--- config.mk ---
export PLATFORM = sky130hd
export DESIGN_NAME = regfile_param
export DESIGN_NICKNAME = d
export VERILOG_FILES = /design/src/rtl/regfile_pkg.sv /design/src/rtl/regfile_clr_seq.sv /design/src/rtl/regfile_param.sv
export SDC_FILE = /design/constraint.sdc
export NUM_CORES = 1
export LEC_CHECK = 0
export ABC_CLOCK_PERIOD_IN_PS = 1670
export CORE_MARGIN = 5
export CORE_UTILIZATION = 56
export CTS_BUF_LIST = sky130_fd_sc_hd__clkbuf_4 sky130_fd_sc_hd__clkbuf_8
export CTS_CLUSTER_DIAMETER = 150
export DETAILED_ROUTE_END_ITERATION = 8
export GPL_TIMING_DRIVEN = 1
export PLACE_DENSITY = 0.88
export SYNTH_ARGS = -nofsm -noshare
export SYNTH_HDL_FRONTEND = slang
export SYNTH_SLANG_ARGS = --single-unit
--- constraint.sdc ---
create_clock -name clk -period 1.67 [get_ports clk]
set_input_delay 0.334 -clock clk [delete_from_list [all_inputs] [get_ports clk]]
set_output_delay 0.334 -clock clk [all_outputs]
set_load 0.02 [all_outputs]
--- src/rtl/regfile_pkg.sv ---
// Shared definitions for the parametrised register file.
// Holds the default geometry and the clear-sequencer state type.
package regfile_pkg;

  localparam int DW_DEF = 4;
  localparam int AW_DEF = 3;

  typedef enum logic {
    ST_IDLE  = 1'b0,
    ST_CLEAR = 1'b1
  } clr_state_t;

endpackage

--- src/rtl/regfile_clr_seq.sv ---
// Clear sequencer for regfile_param.
// Walks a pointer across all 2**AW entries, one per cycle, and emits a
// clear-write strobe plus address. clr_done pulses in the first idle
// cycle after the last entry has been zeroed.
module regfile_clr_seq
  import regfile_pkg::*;
#(
  parameter int AW = AW_DEF
) (
  input  logic          clk,
  input  logic          rst_n,
  input  logic          clr_req,
  output logic          clr_busy,
  output logic          clr_done,
  output logic          clr_we,
  output logic [AW-1:0] clr_addr
);

  localparam logic [AW-1:0] LAST_ADDR = '1;

  clr_state_t    state;
  logic [AW-1:0] ptr;

  // FSM, pointer and registered status flags.
  // NOTE: sequential state uses non-blocking assignments so every flop samples pre-edge values.
  always_ff @(posedge clk or negedge rst_n) begin
    if (!rst_n) begin
      state    <= ST_IDLE;
      ptr      <= '0;
      clr_busy <= 1'b0;
      clr_done <= 1'b0;
    end else begin
      clr_done <= 1'b0;
      case (state)
        ST_IDLE: begin
          if (clr_req) begin
            state    <= ST_CLEAR;
            ptr      <= '0;
            clr_busy <= 1'b1;
          end
        end
        ST_CLEAR: begin
          // clr_req is ignored here: no restart, no queueing.
          ptr <= ptr + 1'b1;
          if (ptr == LAST_ADDR) begin
            state    <= ST_IDLE;
            clr_busy <= 1'b0;
            clr_done <= 1'b1;
          end
        end
        default: state <= ST_IDLE;
      endcase
    end
  end

  // clr_busy is high exactly while in CLEAR, so it doubles as the write strobe.
  assign clr_we   = clr_busy;
  assign clr_addr = ptr;

endmodule

--- src/rtl/regfile_param.sv ---
// Parametrised register file: 2**AW x DW, two combinational read ports,
// one write port with same-cycle write-through bypass, and a hardware
// clear sequencer that zeroes one entry per cycle.
// Optional build macro REGFILE_ZERO_REG_EN hardwires register 0 to zero.
module regfile_param
  import regfile_pkg::*;
#(
  parameter int DW = DW_DEF,
  parameter int AW = AW_DEF
) (
  input  logic          clk,
  input  logic          rst_n,
  input  logic [AW-1:0] sa,
  input  logic [AW-1:0] sb,
  output logic [DW-1:0] a,
  output logic [DW-1:0] b,
  input  logic [DW-1:0] d,
  input  logic [AW-1:0] da,
  input  logic          w,
  input  logic          clr_req,
  output logic          clr_busy,
  output logic          clr_done,
  output logic          wr_drop
);

  localparam int DEPTH = 2 ** AW;

  logic [DW-1:0] mem [DEPTH];
  logic          clr_we;
  logic [AW-1:0] clr_addr;
  logic          user_we;
  logic          bypass_en;

  regfile_clr_seq #(.AW(AW)) u_clr_seq (
    .clk      (clk),
    .rst_n    (rst_n),
    .clr_req  (clr_req),
    .clr_busy (clr_busy),
    .clr_done (clr_done),
    .clr_we   (clr_we),
    .clr_addr (clr_addr)
  );

  // User writes are only accepted while idle; register 0 may be read-only.
`ifdef REGFILE_ZERO_REG_EN
  assign user_we = w & ~clr_busy & (da != '0);
`else
  assign user_we = w & ~clr_busy;
`endif

  assign wr_drop = w & clr_busy;

  // Bypass is suppressed during reset so the read ports show the cleared array.
  assign bypass_en = user_we & rst_n;

  // Storage array with a clear-write / user-write mux; clear has priority.
  // NOTE: the array is reset because a reset must leave every entry readable as zero.
  always_ff @(posedge clk or negedge rst_n) begin
    if (!rst_n) begin
      for (int i = 0; i < DEPTH; i++) mem[i] <= '0;
    end else if (clr_we) begin
      mem[clr_addr] <= '0;
    end else if (user_we) begin
      mem[da] <= d;
    end
  end

  // Read muxes with write-through bypass.
  // NOTE: combinational outputs get a default first so no path infers a latch.
  always_comb begin
    a = mem[sa];
    b = mem[sb];
    if (bypass_en && (da == sa)) a = d;
    if (bypass_en && (da == sb)) b = d;
`ifdef REGFILE_ZERO_REG_EN
    if (sa == '0) a = '0;
    if (sb == '0) b = '0;
`endif
  end

endmodule

# After elaboration in Yosys (flattened, before gate mapping)
# Index checks and enable logic that the tools add are counted.
[word_totals]
register_bits = 38
output_inout_bits = 11
word_cells = 66
[op_classes]
n_addsub = 1
magnitude_cmp = 6
eq_ne = 5
mux = 25
n_bitwise = 11
reduce_logical = 6
[ops]
columns = ["op", "n"]
rows = [
  ["32-bit 2-to-1 mux", 2],
  ["32-bit bitwise AND", 1],
  ["32-bit bitwise mux", 1],
  ["4-bit 2-to-1 mux", 8],
  ["32-bit inverter", 1],
  ["4-bit binary-select mux with 3-bit select", 2],
  ["4-bit demux with 3-bit select", 2],
  ["4-bit greater-or-equal comparator, second input constant", 4],
  ["3-bit inverter with 4-bit output", 4],
  ["4-bit by 1-bit less-than comparator with 1-bit output, second input constant", 2],
  ["3-bit == test", 2],
  ["1-bit 2-to-1 mux", 6],
  ["3-bit case mux with 2 select lines", 1],
  ["1-bit logical AND", 4],
  ["2-bit inequality test, second input constant", 2],
  ["1-bit case mux with 2 select lines", 2],
  ["3-bit by 1-bit adder with 3-bit output, second input constant", 1],
  ["1-bit bitwise AND", 3],
  ["3-bit == test, second input constant", 1],
  ["3-bit 2-to-1 mux", 1],
  ["1-bit inverter", 2],
  ["2-bit AND reduction", 1],
  ["2-bit nonzero test", 1],
]

# Depth between registers and ports, before layout
# Gate-level depths: netlist of run 1.
[depth]
depth_word = 8
mapped_depth = 5

# By module
# A second synthesis of run 1 with hierarchy kept.
[hier_totals]
cells_unflattened = 194
area_unflattened_um2 = 2404.8
[modules_own_cells]
columns = ["mod", "instances", "cells_per_inst", "area_per_inst_um2", "seq_area_each_um2"]
rows = [
  ["regfile_param", 1, 174, 2144.6, 800.8],
  ["regfile_clr_seq", 1, 20, 260.2, 150.1],
]

# Worst setup path after synthesis of run 1
# No wires, ideal clock.
[synth_timing]
path_kind = "reg-to-output"
from = "reg u_clr_seq.clr_busy"
to = "out b[0]"
arrival_ns = 1.567
required_time_ns = 1.336
setup_slack_ns = -0.231
stages_incl_launch_ff = 4
path_buffers = 0
path_cell_list = "dfrtp_1 -> nand3b_4 -> nor4_4 -> mux2i_1"
[synth_via]
elab_chain_cells = 5
[synth_rtl]
columns = ["element", "line_no", "rtl"]
rows = [
  ["start, declared", "regfile_clr_seq.sv:13", "output logic clr_busy,"],
  ["start signal, assigned", "regfile_clr_seq.sv:30", "clr_busy <= 1'b0;"],
  ["start signal, assigned", "regfile_clr_seq.sv:39", "clr_busy <= 1'b1;"],
  ["start signal, assigned", "regfile_clr_seq.sv:47", "clr_busy <= 1'b0;"],
  ["1-bit inverter", "regfile_param.sv:48", "assign user_we = w & ~clr_busy;"],
  ["1-bit bitwise AND", "regfile_param.sv:48", ""],
  ["1-bit bitwise AND", "regfile_param.sv:54", "assign bypass_en = user_we & rst_n;"],
  ["1-bit logical AND", "regfile_param.sv:74", "if (bypass_en && (da == sb)) b = d;"],
  ["4-bit 2-to-1 mux", "regfile_param.sv:74", ""],
  ["end, declared", "regfile_param.sv:16", "output logic [DW-1:0] b,"],
]
# No other way between the ends.

# Worst setup path after layout of run 1
[layout_timing]
from = "reg mem[23] (netlist bit)"
to = "out b[3]"
[layout_via]
elab_chain_cells = 4
[layout_rtl]
columns = ["element", "line_no", "rtl"]
rows = [
  ["start, declared", "regfile_param.sv:28", "logic [DW-1:0] mem [DEPTH];"],
  ["start signal, assigned by index", "regfile_param.sv:62", "mem[clr_addr] <= '0;"],
  ["start signal, assigned by index", "regfile_param.sv:64", "mem[da] <= d;"],
  ["4-bit binary-select mux with 3-bit select", "regfile_param.sv:72", "b = mem[sb];"],
  ["4-bit 2-to-1 mux (not written as such) (2 in a row)", "regfile_param.sv:72", ""],
  ["4-bit 2-to-1 mux", "regfile_param.sv:74", ""],
]
# No other way between the ends. The select of a mux whose other input is x is not followed.

==> metrics.csv, run 1 <==
metric,value,unit
crit_arrival,1680,ps
path_max_fanout,3,
grt_max_degree,39,
ioPinCount,28,
diodes,0,
dieArea,5660,µm²
gp_congestion,0.844,
insertion_delay,290,ps
path_clk_slew,70,ps
place_ws,-1070,ps
die_w,75.2,µm
syn_nets,215,
ant_nets,0,
dp_cells,293,
first_iter_violations,176,
clock_path_buffers,2,
max_freq,0.497,GHz
ctsHoldBuffers,0,
io_buffers,27,
start_util,58.7,%
critical_path_class,register to primary output,
synthesis.area,2380,µm²
grt_remaining_overflow,0,
leakagePower,1.48,nW
rows,23,
die-height,75.2,µm
first_pass_iters,4,
maxSlewViolCount,0,
grt_first_pass_wirelength,10.4,mm
drv_cap,0,
syn_inst,196,
violations,setup timing,
antenna_found_initial,0,
final_cell_mix,"42 x buf_4, 38 x nand2_1, 37 x dfrtp_1",
core,4060,µm²
dpl.hpwl,4.58,mm
drc,0,
via_per_inst,6.10,
synth-seq-cells,38,
syn_avg_cell_area,12.2,µm²
p_per_area,1360,nW/µm²
peakVddDrop,1.08,mV
clock-sinks,38,
required,1340,ps
cp-end-kind,primary output,
numCtsBuffers,5,
synth.distinct_cells,28,
wl_per_cell,20.9,µm
synth_warnings,0,
finalNonFillerCells,308,
final.setup_skew,3.12,ps
cts.htree.levels,2,
final_cell_area,3150,µm²
tritoncts,built,
rsz0062_at_grt,yes,
setup_viol,8,
start_kind,register,
finalHoldViolCount,0,
nets,276,
tightestPinTransition,487,ps
grt.total_usage,25.9,%
cts_root_buf,clkbuf_8,
layout-drive-gt1-share,40.3,%
slew_headroom,67.5,%
status,"finished, violations left",
hold_class,input port to async pin,
placed_area,2950,µm²
layout_commonest_cell,buf_4,
finalCritPeriodShare,120,%
min_period,2010,ps
grt_pass1_vias,1993,
routed_wl,6.45,mm
vias,1880,
area_growth,32.4,%
fin_ws,-341,ps
seq_area_frac_synth,39.9,%
finalPower,4.30,mW
worst max-delay path, cell delays in order, from the launching register on:
cell	delay [ps]
dfrtp_1	420
mux4_2	510
mux2i_2	200
mux2i_2	90
buf_4	160
through the flow:
stage | setup TNS (ps) | hold WS, ps | utilization [%]
final | -2500 | 151 | 77.7
after detailed placement | -15990 | 489 | 72.7
after floorplan | -1300 | 38.4 | -
after global placement | -14630 | 481 | 72.7
after CTS | -2480 | 178 | 77.1
after global routing | -2950 | 203 | 77.7
area by class of cell:
type,count,area (µm²)
sequential,38,952
timing repair buffer,66,593
clock inverter,1,5.00
fill,233,905
inverter,6,22.5
clock buffer,7,90.1
multi-input combinational,140,1430
tap,50,62.6
cell families (layout without fill, tap and decap cells):
| family | after synthesis | in the layout | share of synthesized area (%) |
|---|---|---|---|
| AOI/OAI and AO/OA | 5 | 5 | 1.05 |
| xor gates and xnor gates | 6 | 6 | 2.21 |
| adders and majority gates | 2 | 2 | 1.05 |
| buffers and inverters | 18 | 80 | 4.25 |
| DFF | 38 | 38 | 39.9 |
| muxes | 64 | 64 | 35.3 |
| and+or+nand+nor | 63 | 63 | 16.2 |
synthesized netlist by cell type (all sizes together):
cell / count / area share [%]
nand2: 38 / 6.0
nand4bb: 3 / 1.4
or4b: 1 / 0.58
mux2i: 48 / 20
mux4: 16 / 15
buf: 9 / 2.8
clkinv: 4 / 0.63
a21oi: 2 / 0.42
ha: 2 / 1.1
nand2b: 1 / 0.26
clkbuf: 3 / 0.53
nand4b: 3 / 1.1
nor3b: 3 / 1.6
nand3: 1 / 0.21
nand4: 1 / 0.26
dfrtp: 38 / 40
and3: 1 / 0.26
nand3b: 4 / 1.8
and2: 2 / 0.53
nor2: 3 / 0.47
inv: 2 / 0.32
xor2: 6 / 2.2
o21ai: 3 / 0.63
nor4: 2 / 1.8
sequential cells by signal, indices dropped and copies added, names as in the netlist:
signal,flops
u_clr_seq.clr_busy,1
u_clr_seq.clr_done,1
mem,32
u_clr_seq.clr_addr,3
u_clr_seq.state,1
path summary, 6_finish.rpt:
path | cells past startpoint | from | slack, ps | to
max in group asynchronous | 2 | rst_n | 1160 | u_clr_seq.clr_busy
hold reg to reg | 2 | u_clr_seq.state | 530 | u_clr_seq.clr_addr[2]
setup / recovery | 4 | mem[23] | -340 | b[3]
hold / removal | 2 | rst_n | 150 | u_clr_seq.clr_addr[0]
setup reg to reg | 5 | u_clr_seq.clr_busy | 150 | mem[11]
min in group clk | 2 | u_clr_seq.state | 530 | u_clr_seq.clr_addr[2]
layer usage:
| metal | up-vias | GRT usage (%) | part of all wire [%] |
|---|---|---|---|
| met3 | 21 | 6.28 | 6.3 |
| met2 | 83 | 42.1 | 50 |
| met4 | 0 | 12.2 | 3.9 |
| met5 | - | 0 | 0 |
| li1 | 831 | - | - |
| met1 | 945 | 32.7 | 40 |
report_power, final:
part           switching (mW)  total (mW)  leakage (nW)  internal (mW)
Clock                   0.313       0.662        0.0517          0.349
Combinational           0.905        1.94         0.939           1.04
Sequential              0.402        1.70         0.493           1.30
what timing repair did:
| item | in CTS | in global routing |
|---|---|---|
| setup buffers | 3 | 2 |
| pin swaps | 1 | 1 |
| gates resized for setup | 78 | 6 |
| cloned | 2 | 0 |
| endpoints found under the setup margin | 14 | 9 |
No activity file was read; power rests on OpenSTA's default activity.
==> run 2: changes to the inputs <==
--- a/config.mk
+++ b/config.mk
@@ -10,6 +10,7 @@
 export CORE_UTILIZATION = 56
 export CTS_BUF_LIST = sky130_fd_sc_hd__clkbuf_4 sky130_fd_sc_hd__clkbuf_8
 export CTS_CLUSTER_DIAMETER = 150
+export CTS_CLUSTER_SIZE = 28
 export DETAILED_ROUTE_END_ITERATION = 8
 export GPL_TIMING_DRIVEN = 1
 export PLACE_DENSITY = 0.88
==> results of run 2 <==
Final layout, timing and power as in run 1 (identical DEF).
